`config.mk`:
```
export PLATFORM = sky130hd
export DESIGN_NAME = cache_control
export DESIGN_NICKNAME = d
export VERILOG_FILES = /design/src/rtl/lc3b_types.sv /design/src/rtl/sat_counter16.sv /design/src/rtl/cache_control.sv
export SDC_FILE = /design/constraint.sdc
export NUM_CORES = 1
export LEC_CHECK = 0
export CAP_MARGIN = 20
export CORE_MARGIN = 2
export CORE_UTILIZATION = 51
export CTS_CLUSTER_DIAMETER = 150
export DETAILED_ROUTE_END_ITERATION = 7
export GPL_ROUTABILITY_DRIVEN = 1
export PLACE_DENSITY = 0.82
export SETUP_SLACK_MARGIN = 0.15
export SYNTH_ARGS = -nofsm -noshare
export SYNTH_HDL_FRONTEND = slang
export SYNTH_SLANG_ARGS = --single-unit
```
`constraint.sdc`:
```
create_clock -name clk -period 5.1 [get_ports clk]
set_clock_uncertainty 0.15 [all_clocks]
set_input_delay 1.02 -clock clk [delete_from_list [all_inputs] [get_ports clk]]
set_output_delay 1.02 -clock clk [all_outputs]
set_load 0.02 [all_outputs]
```
`src/rtl/lc3b_types.sv`:
```
// Shared types for the LC-3b cache: controller state encoding and the
// pmem address-mux select values.
package lc3b_types;

    typedef enum logic [1:0] {
        S_IDLE_HIT = 2'd0,
        S_WB       = 2'd1,
        S_ALLOC    = 2'd2
    } lc3b_cache_state;

    typedef logic [1:0] lc3b_pmemaddr_sel;

    localparam lc3b_pmemaddr_sel PMA_CPU  = 2'd0;
    localparam lc3b_pmemaddr_sel PMA_WAY0 = 2'd1;
    localparam lc3b_pmemaddr_sel PMA_WAY1 = 2'd2;

endpackage

```
`src/rtl/sat_counter16.sv`:
```
// 16-bit event counter that sticks at 0xFFFF instead of wrapping.
module sat_counter16 (
    input  logic        clk,
    input  logic        i_clr_n,
    input  logic        i_inc,
    output logic [15:0] o_count
);

    logic [15:0] r_count;

    always_ff @(posedge clk or negedge i_clr_n) begin
        if (!i_clr_n) begin
            r_count <= 16'd0;
        end else if (i_inc && (r_count != 16'hFFFF)) begin
            r_count <= r_count + 16'd1;
        end
    end

    assign o_count = r_count;

endmodule

```
`src/rtl/cache_control.sv`:
```
// Sequencing FSM for the 2-way LC-3b cache: hit handling, dirty writeback and
// line allocation against pmem, plus saturating hit/miss counters.
module cache_control
    import lc3b_types::*;
(
    input  logic        clk,
    input  logic        rst_n,
    input  logic        mem_read,
    input  logic        mem_write,
    output logic        mem_resp,
    input  logic        hit,
    input  logic        hit1,
    input  logic        lru_out,
    input  logic        d_out0,
    input  logic        d_out1,
    output logic        load_lru,
    output logic        writeback_ctrlsig,
    output logic        load_d0,
    output logic        load_v0,
    output logic        load_TD0,
    output logic        d_in0,
    output logic        v_in0,
    output logic        load_d1,
    output logic        load_v1,
    output logic        load_TD1,
    output logic        d_in1,
    output logic        v_in1,
    output logic [1:0]  pmemaddr_sel,
    output logic        pmem_read,
    output logic        pmem_write,
    input  logic        pmem_resp,
    output logic [15:0] hit_count,
    output logic [15:0] miss_count
);

    lc3b_cache_state r_state;
    logic            r_victim;
    logic            r_retry;

    logic w_req;
    logic w_victim_dirty;
    logic w_hit_inc;
    logic w_miss_inc;

    assign w_req          = mem_read | mem_write;
    assign w_victim_dirty = lru_out ? d_out1 : d_out0;
    // The hit that completes a miss was already counted as a miss.
    assign w_hit_inc      = (r_state == S_IDLE_HIT) & w_req & hit & ~r_retry;
    assign w_miss_inc     = (r_state == S_IDLE_HIT) & w_req & ~hit;

    always_ff @(posedge clk or negedge rst_n) begin
        if (!rst_n) begin
            r_state  <= S_IDLE_HIT;
            r_victim <= 1'b0;
            r_retry  <= 1'b0;
        end else begin
            case (r_state)
                S_IDLE_HIT: begin
                    if (!w_req || hit) begin
                        r_retry <= 1'b0;
                    end else begin
                        r_victim <= lru_out;
                        r_state  <= w_victim_dirty ? S_WB : S_ALLOC;
                    end
                end
                S_WB: begin
                    if (pmem_resp) r_state <= S_ALLOC;
                end
                S_ALLOC: begin
                    if (pmem_resp) begin
                        r_retry <= 1'b1;
                        r_state <= S_IDLE_HIT;
                    end
                end
                default: r_state <= S_IDLE_HIT;
            endcase
        end
    end

    always_comb begin
        mem_resp          = 1'b0;
        load_lru          = 1'b0;
        writeback_ctrlsig = 1'b0;
        load_d0           = 1'b0;
        load_v0           = 1'b0;
        load_TD0          = 1'b0;
        d_in0             = 1'b0;
        v_in0             = 1'b0;
        load_d1           = 1'b0;
        load_v1           = 1'b0;
        load_TD1          = 1'b0;
        d_in1             = 1'b0;
        v_in1             = 1'b0;
        pmemaddr_sel      = PMA_CPU;
        pmem_read         = 1'b0;
        pmem_write        = 1'b0;
        case (r_state)
            S_IDLE_HIT: begin
                if (w_req && hit) begin
                    mem_resp = 1'b1;
                    load_lru = 1'b1;
                    if (mem_write) begin
                        load_TD0 = ~hit1;
                        load_d0  = ~hit1;
                        d_in0    = ~hit1;
                        load_TD1 = hit1;
                        load_d1  = hit1;
                        d_in1    = hit1;
                    end
                end
            end
            S_WB: begin
                pmem_write        = 1'b1;
                pmemaddr_sel      = r_victim ? PMA_WAY1 : PMA_WAY0;
                writeback_ctrlsig = ~r_victim;
                if (pmem_resp) begin
                    load_d0 = ~r_victim;
                    load_d1 = r_victim;
                end
            end
            S_ALLOC: begin
                pmem_read = 1'b1;
                if (pmem_resp) begin
                    load_TD0 = ~r_victim;
                    load_v0  = ~r_victim;
                    v_in0    = ~r_victim;
                    load_d0  = ~r_victim;
                    load_TD1 = r_victim;
                    load_v1  = r_victim;
                    v_in1    = r_victim;
                    load_d1  = r_victim;
                end
            end
            default: ;
        endcase
    end

    sat_counter16 u_hit_cnt (
        .clk     (clk),
        .i_clr_n (rst_n),
        .i_inc   (w_hit_inc),
        .o_count (hit_count)
    );

    sat_counter16 u_miss_cnt (
        .clk     (clk),
        .i_clr_n (rst_n),
        .i_inc   (w_miss_inc),
        .o_count (miss_count)
    );

endmodule

```
==> impl_metrics.csv, run 1 <==
group,metric,value,unit
clock_network,cts_made_buffers,5,
critical_path,path_class,"primary input to output port",
floorplan,start_util,54.1,%
drt,wl_per_cell,14.6,um
sta,setup_viol,0,
yosys,synth_nets,213,
critical_path,crit_chain,"clkdlybuf4s50_1, nand3_1, nor2_1, a31oi_1, nor2_1, clkdlybuf4s50_1",
outcome,status,"complete, no violations",
sta,worst_slew_pin_slew,0.571,ns
critical_path,max_stage_delay,0.61,ns
global_routing,grt_overflow,0,
global_routing,first_global_vias,1672,
clock_network,htreeDepth,2,
drt,vias_per_cell,5.69,
critical_path,critPathTopFamily,"buffers and inverters",
floorplan,fp-row-count,22,
global_routing,grt_pass1_wl,7600,um
drt,post-route-drc-count,0,
floorplan,core_area,0.00374,sq mm
drt,first_pass_iters,4,
hold_path,hold_class,"flop to flop",
critical_path,start_kind,"primary input",
yosys,synth_edf_count,0,
drt,vias,1747,
critical_path,crit_buf_inv,2,
flow_run,drv_cap,0,
clock_network,ctsResizeCount,0,
yosys,syn-instance-count,197,
global_routing,grt_use_total,22.1,%
finish,diodes,0,
yosys,ys_seq_elements,36,
clock_network,post_cts_buffers,0,
clock_network,cts_tree,"built",
power_and_ir_drop,p_leak,1.14,nW
sta,tns,0,ns
clock_network,clk_transition_reported_paths,0.07,ns
drt,drt_wl_total,4470,um
finish,nets,274,
sta,finalHoldViolCount,0,
floorplan,ios,59,
floorplan,die_h,67.0,um
yosys,ys_warn_count,0,
floorplan,die_area,0.00449,sq mm
yosys,synthFlopType,"dfrtp_1",
yosys,synth-seq-area-share,44.5,%
sta,clock.fmax,262,MHz
sta,rsz0062_at_grt,"false",
finish,area_growth,35.5,%
critical_path,path_max_fanout,5,
clock_network,numClockSinks,36,
critical_path,cp_slowest_cell,"clkdlybuf4s50_1",
sta,fin_crit,3.81,ns
floorplan,die_w,67.0,um
placed_design,dpl.hpwl,3400,um
yosys,synth_area,0.00202,sq mm
finish,layout_common_cells,"clkdlybuf4s50_1 (58), dfrtp_1 (36), nand3_1 (15), nor2_1 (15), nand4_1 (15)",
finish,utilization,73.3,%
sta,final_max_slew_viol_count,0,
drt,first_iter_violations,98,
clock_network,clockRootBuffer,"clkbuf_8",
drt,ant_nets,0,
yosys,syn_avg_cell_area,10.3,sq um
finish,layout-drive-gt1-share,9.65,%
power_and_ir_drop,cellPowerDensity,422,mW/mm^2
yosys,synthArstFlopShare,100,%
critical_path,end_kind,"output port",
global_routing,antenna_found_initial,0,
finish,final_common_cell,"clkdlybuf4s50_1",
clock_network,clock_path_buffers,2,
sta,worst_slew_margin_rel,61.6,%
global_routing,grt_max_degree,37,
finish,fillers,295,
sta,timing.final.crit_share,74.8,%
clock_network,hold_buffers,0,
critical_path,worstPathRequired,3.93,ns
placed_design,gp_congestion,0.793,
critical_path,worstPathArrival,2.64,ns
power_and_ir_drop,ir_drop,0.000349,V
clock_network,worstSkewPairLatency,0.29,ns
placed_design,io_buffers,58,
yosys,synth_cell_types,42,
## worst paths after layout
path,startpoint,to,slack [ns],depth (start not counted)
worst max-delay path,mem_write,load_d0,1.29,6
worst min-delay path,u_hit_cnt.o_count[7],u_hit_cnt.o_count[7],0.35,1
worst max register to register,r_state[1],u_miss_cnt.o_count[15],2.68,6
worst min register to register,u_hit_cnt.o_count[7],u_hit_cnt.o_count[7],0.35,1
max in group asynchronous,rst_n,u_miss_cnt.o_count[4],3.48,2
min in group asynchronous,rst_n,u_miss_cnt.o_count[9],1.00,2
## area by class of cell
type / instances / area, sq um / area share, %
Sequential cell: 36 / 901 / 32.8
Clock buffer: 6 / 72.6 / 2.65
Tap cell: 48 / 60.1 / 2.19
Multi-Input combinational cell: 148 / 1060 / 38.5
Clock inverter: 2 / 35.0 / 1.28
Inverter: 8 / 30.0 / 1.09
Timing Repair Buffer: 59 / 588 / 21.4
## worst reg2reg max path: stages, from the launching register on
cell     delay, ns
dfrtp_1       0.41
inv_1         0.11
ha_1          0.38
inv_1         0.14
or4b_4        0.61
nor3_2        0.16
mux2_1        0.34
## metal layers
metal,part of all wire (%),vias to the layer above,GRT usage [%]
met5,0,-,0
met4,1.1,0,6.63
met3,5.1,6,5.24
met2,48,44,35.6
met1,45,850,29.3
li1,-,847,-
## power by group
part / internal (W) / total, W / leakage, nW / switching [W]
Clock: 0.000145 / 0.000245 / 0.0552 / 0.0000999
Sequential: 0.000341 / 0.000418 / 0.476 / 0.0000767
Combinational: 0.000226 / 0.000495 / 0.609 / 0.000269
Total: 0.000712 / 0.00116 / 1.14 / 0.000445
## through the flow
step / hold WS, ns / setup WS, ns / instances / cell area, sq um / power [W]
floorplan: 0.371 / 2.13 / 197 / 2020 / 0.000707
global placement: 0.336 / 1.35 / 299 / 2640 / 0.000904
detailed placement: 0.338 / 1.29 / 299 / 2640 / 0.000915
CTS: 0.351 / 1.28 / 307 / 2740 / 0.00116
global route: 0.373 / 1.13 / 307 / 2740 / 0.00123
finish: 0.351 / 1.29 / 307 / 2740 / 0.00116
## cells in the mapped netlist (4+ instances only)
cell type,instances,area (sq um)
nor2_1,15,56.3
dfrtp_1,36,901
nand2_1,10,37.5
buf_4,5,37.5
and3_1,4,25.0
a21oi_1,8,40.0
nor3_1,4,20.0
inv_1,8,30.0
xnor2_1,13,114
ha_1,6,75.1
nand3_1,15,75.1
a31oi_1,4,25.0
xor2_1,10,87.6
nand4_1,15,93.8
o21ai_0,4,20.0
## logic make-up (layout without fill, tap and decap cells)
| logic type | count (synthesis) | in the layout | share of synthesized area, % |
|---|---|---|---|
| buffers and inverters | 13 | 75 | 3.34 |
| XOR/XNOR | 23 | 23 | 9.95 |
| AO/OA/AOI/OAI | 27 | 27 | 9.70 |
| adder cells (fa/ha/maj) | 6 | 6 | 3.71 |
| AND/OR/NAND/NOR | 86 | 86 | 25.5 |
| multiplexers | 6 | 6 | 3.28 |
| flip-flops | 36 | 36 | 44.5 |
## flip-flops by register name, indices dropped and copies added (netlist names)
signal              count
r_retry                 1
r_state                 2
r_victim                1
u_hit_cnt.o_count      16
u_miss_cnt.o_count     16
No activity file was read; power rests on OpenSTA's default activity.
==> run 2, diff against run 1 <==
--- a/config.mk
+++ b/config.mk
@@ -7,11 +7,11 @@
 export LEC_CHECK = 0
 export CAP_MARGIN = 20
 export CORE_MARGIN = 2
-export CORE_UTILIZATION = 51
+export CORE_UTILIZATION = 43
 export CTS_CLUSTER_DIAMETER = 150
 export DETAILED_ROUTE_END_ITERATION = 7
 export GPL_ROUTABILITY_DRIVEN = 1
-export PLACE_DENSITY = 0.82
+export PLACE_DENSITY = 0.74
 export SETUP_SLACK_MARGIN = 0.15
 export SYNTH_ARGS = -nofsm -noshare
 export SYNTH_HDL_FRONTEND = slang
==> constraint.sdc (replaced) <==
create_clock -name clk -period 3.4 [get_ports clk]
set_clock_uncertainty 0.15 [all_clocks]
set_input_delay 0.68 -clock clk [delete_from_list [all_inputs] [get_ports clk]]
set_output_delay 0.68 -clock clk [all_outputs]
set_load 0.02 [all_outputs]
==> impl_metrics.csv, run 2 (synthesized netlist as in run 1, its figures left out) <==
group,metric,value,unit
power_and_ir_drop,pwr-share-seq,36.0,%
hold_path,whs_endpoint,"u_hit_cnt.o_count[15]",
clock_network,post_cts_buffers,0,
critical_path,end_kind,"output port",
critical_path,worstPathRequired,2.57,ns
global_routing,grt_max_degree,37,
global_routing,first_global_vias,1677,
power_and_ir_drop,ir_drop,0.000426,V
placed_design,gp_congestion,0.792,
finish,layoutNonFillerInstCount,311,
finish,layout_common_cells,"clkdlybuf4s50_1 (58), dfrtp_1 (36), nand3_1 (15), nor2_1 (15), nand4_1 (15)",
clock_network,clock_path_buffers,2,
global_routing,antenna_found_initial,0,
floorplan,ios,59,
critical_path,worstPathArrival,2.27,ns
outcome,status,"complete, no violations",
sta,final_max_slew_viol_count,0,
finish,layout-drive-gt1-share,10.0,%
critical_path,worst_r2r_path_depth,6,
sta,clock.fmax,323,MHz
global_routing,grt_pass1_wl,7470,um
power_and_ir_drop,power_frac_clock,21.5,%
floorplan,core_area,0.00444,sq mm
sta,worst_slew_pin_slew,0.590,ns
power_and_ir_drop,cellPowerDensity,631,mW/mm^2
drt,wl_met1,2010,um
power_and_ir_drop,p_comb_share,42.5,%
critical_path,reg2reg_to,"u_miss_cnt.o_count[15]",
finish,nets,274,
sta,worst_slew_margin_rel,60.3,%
drt,top_layer,"met4",
hold_path,hold_class,"flop to flop",
drt,vias_per_cell,5.63,
floorplan,fp-row-count,24,
power_and_ir_drop,internal_power,0.00107,W
floorplan,start_util,45.6,%
finish,diodes,0,
drt,post-route-drc-count,0,
drt,wl_per_cell,13.8,um
clock_network,htreeDepth,2,
hold_path,hold_start,"u_hit_cnt.o_count[15]",
clock_network,hold_buffers,0,
sta,tns,0,ns
clock_network,cts_tree,"built",
floorplan,die_area,0.00527,sq mm
power_and_ir_drop,swShare,38.2,%
critical_path,start_kind,"primary input",
critical_path,path_max_fanout,5,
critical_path,worstReg2RegStart,"r_state[1]",
floorplan,die_h,72.6,um
drt,first_pass_iters,4,
drt,met3_length,214,um
clock_network,worstSkewPairLatency,0.29,ns
clock_network,clk_transition_reported_paths,0.07,ns
sta,fin_crit,3.10,ns
floorplan,die_w,72.6,um
placed_design,dp_cells,303,
critical_path,rrSetupSlack,1.12,ns
power_and_ir_drop,p_leak,1.14,nW
placed_design,io_buffers,58,
drt,vias,1751,
sta,setup_viol,0,
flow_run,drv_cap,0,
placed_design,dpl.hpwl,3250,um
drt,drt_wl_total,4300,um
clock_network,clockRootBuffer,"clkbuf_8",
drt,ant_nets,0,
clock_network,cts_made_buffers,5,
drt,wl_met2,2000,um
global_routing,grt_use_total,17.7,%
sta,timing.final.crit_share,91.2,%
finish,final_common_cell,"clkdlybuf4s50_1",
sta,finalHoldViolCount,0,
sta,rsz0062_at_grt,"false",
finish,fillers,389,
hold_path,hold_depth,1,
critical_path,path_class,"primary input to output port",
finish,area_growth,35.8,%
power_and_ir_drop,switching_power,0.000663,W
clock_network,numClockSinks,36,
drt,first_iter_violations,75,
global_routing,grt_overflow,0,
==> run 2: cell type report <==
class | instances | area, sq um | share of cell area [%]
clock buffers | 6 | 72.6 | 2.64
clock inverters | 2 | 35.0 | 1.27
inverters | 8 | 30.0 | 1.09
multi-input cells | 148 | 1060 | 38.5
flip-flops and latches | 36 | 901 | 32.8
well taps | 52 | 65.1 | 2.37
repair buffers | 59 | 588 | 21.4
==> run 2: power groups by stage <==
stage	sequential [W]	combinational, W	clock [W]
after floorplan	0.000685	0.000376	0
after global placement	0.000632	0.000727	0
after detailed placement	0.000634	0.000735	0
after CTS	0.000626	0.000740	0.000381
after global routing	0.000642	0.000801	0.000393
final	0.000625	0.000738	0.000372
==> run 2: how the worst max path moves through the flow <==
stage	from	to	cells after the start
after floorplan	r_state[0]	load_d0	7
after global placement	mem_write	load_d0	6
after detailed placement	mem_write	load_d0	6
after CTS	mem_write	load_d0	6
after global routing	hit	load_d0	6
final	hit	load_d0	6
==> run 2: worst max-delay path, cell delays in order <==
cell,delay (ns)
clkdlybuf4s50_1,0.56
nand3_1,0.13
nor2_1,0.14
a31oi_1,0.06
nor2_1,0.09
clkdlybuf4s50_1,0.61
==> run 2: stage by stage <==
stage | hold WS [ns] | setup WS [ns] | total power (W) | area, sq um | utilization (%)
2_1_floorplan | 0.234 | 1.02 | 0.00106 | 2020 | -
3_3_place_gp | 0.335 | 0.331 | 0.00136 | 2640 | 59.4
3_5_place_dp | 0.344 | 0.295 | 0.00137 | 2640 | 59.4
4_1_cts | 0.360 | 0.281 | 0.00175 | 2750 | 61.8
5_1_grt | 0.380 | 0.200 | 0.00184 | 2750 | 61.9
6_report | 0.352 | 0.300 | 0.00173 | 2750 | 61.9
==> run 2: what timing repair did <==
item | CTS | global route
resized for setup | 0 | 1
endpoints found under the setup margin | 0 | 1
endpoints found under the hold margin | 0 | 0
==> run 2: per-layer routing <==
layer	global-route usage, %	up-vias
li1	-	842
met1	23.5	849
met2	28.2	53
met3	3.45	7
met4	7.82	0
met5	0	-
==> variant 1: new RTL, flow settings as in run 1 <==
Register the output `miss_count`, with the module's reset; this adds one clock of latency there. The other outputs are not delayed to match.
--- a/src/rtl/cache_control.sv
+++ b/src/rtl/cache_control.sv
@@ -33,4 +33,6 @@
     output logic [15:0] miss_count
 );
+
+    logic [15:0] miss_count_d;
 
     lc3b_cache_state r_state;
@@ -147,6 +149,14 @@
         .i_clr_n (rst_n),
         .i_inc   (w_miss_inc),
-        .o_count (miss_count)
+        .o_count (miss_count_d)
     );
+
+    always_ff @(posedge clk or negedge rst_n) begin
+        if (!rst_n) begin
+            miss_count <= '0;
+        end else begin
+            miss_count <= miss_count_d;
+        end
+    end
 
 endmodule
Formal check against the unedited RTL: not equivalent (a bounded check fails within 4 cycles, from zero or initial values and one cycle with rst_n low).
==> variant 1 against run 1 <==
- sequential cell count is 16 higher
- via count is 6.2% higher
- synthesized area is 22% higher
- total power is 12% higher
- wire length is 11% higher
- final area is 16% higher
- fmax is 0.58% higher
- setup slack better by 0.022 ns
==> variant 1: results (changes against run 1) <==
- Outcome: finished clean (unchanged)
- Peak supply drop: 0.239 mV (was 0.349 mV)
- The post-detailed-placement half-perimeter wirelength came to 3580 µm (was 3400 µm).
* Largest net degree at the start of global routing: 53 (was 37)
- The met2 routing resource usage after global routing was 31.5% (was 35.6%).
- The data arrival time of the critical path is 2.62 ns (was 2.64 ns).
- The startpoint of the tightest hold check path was u_miss_cnt.o_count[1]$_DFFE_PN0P_ (was u_hit_cnt.o_count[7]$_DFFE_PN0P_).
- Critical R2R Capture: u_hit_cnt.o_count[13]$_DFFE_PN0P_ (was u_miss_cnt.o_count[15]$_DFFE_PN0P_)
- Top post-synthesis cells by area: dfrtp_1 (53%), xor2_1 (8.9%), ha_1 (3.0%) (was dfrtp_1 (44%), xnor2_1 (5.6%), nand4_1 (4.6%))
* Routed met2 length: 2500 µm (was 2170 µm)
- Wire length of the first global-routing pass: 8230 µm (was 7600 µm)
- The met3 global-route usage was 4.53% (was 5.24%).
- The worst setup timing slack at the placement stage is 1.30 ns (was 1.29 ns).
- Average routed wire per standard cell: 15.0 µm (was 14.6 µm)
* Post-Place Cells: 321 (was 299)
- The cell count of the worst hold path was 0 (was 1).
- The worst setup slack for register-to-register paths was 2.72 ns (was 2.68 ns).
- The count of different cell masters after synthesis came to 43 (was 42).
* Met3 WL: 206 µm (was 229 µm)
- Fill cells: 359 (was 295)
- End point of the most critical hold path: miss_count[1]$_DFF_PN0_ (was u_hit_cnt.o_count[7]$_DFFE_PN0P_)
- Net count after synthesis: 231 (was 213)
* Combined global-route utilization of all metal layers: 19.9% (was 22.1%)
* Vias per cell: 5.62 (was 5.69)
- The static leakage power came to 1.48 nW (was 1.14 nW).
- The placed instance area is 3060 µm² (was 2640 µm²).
- The count of nets after finishing is 291 (was 274).
- The via count of the first global-routing pass is 1777 (was 1672).
- The proportion of synthesized chip area in sequential cells came to 52.8% (was 44.5%).
- The mean cell area of the mapped netlist came to 11.5 µm² (was 10.3 µm²).
==> variant 1: area by class of cell <==
| type | count | area (µm²) | share of cell area, % |
|---|---|---|---|
| inverter | 8 | 30.0 | 0.947 |
| timing repair buffer | 59 | 596 | 18.8 |
| multi-input combinational | 149 | 1090 | 34.3 |
| sequential | 52 | 1300 | 41.0 |
| tap | 54 | 67.6 | 2.13 |
| clock buffer | 6 | 72.6 | 2.29 |
| clock inverter | 2 | 16.3 | 0.513 |
==> variant 1: worst max path at each step <==
stage / startpoint / endpoint / slack (ns) / cells past startpoint
6_report: mem_write / load_d0 / 1.31 / 6
5_1_grt: mem_write / load_d0 / 1.19 / 6
4_1_cts: mem_write / load_d0 / 1.30 / 6
3_5_place_dp: mem_write / load_d0 / 1.30 / 6
3_3_place_gp: mem_write / load_d0 / 1.34 / 6
2_1_floorplan: mem_write / load_d0 / 2.12 / 4
==> variant 1: worst reg2reg max path, delay by kind of cell (launching register included) <==
kind	cells	cell delay (ns)
DFF	1	0.41
buffers and inverters	1	0.11
xor gates and xnor gates	1	0.19
and+or+nand+nor	2	0.84
adders and majority gates	1	0.40
AOI/OAI and AO/OA	1	0.19
==> variant 1: kinds of logic (layout without fill, tap and decap cells) <==
kind of cell,count (synthesis),in the layout,synth area share (%)
adders and majority gates,6,6,3.05
muxes,5,5,2.49
xor gates and xnor gates,28,28,9.95
and+or+nand+nor,90,90,23.1
buffers and inverters,14,75,3.05
AOI/OAI and AO/OA,20,20,5.54
DFF,52,52,52.8
==> variant 1: report_power, final <==
group	switching, mW	internal, mW	total [mW]
registers	0.0850	0.485	0.570
logic	0.257	0.231	0.488
clock network	0.137	0.0979	0.235
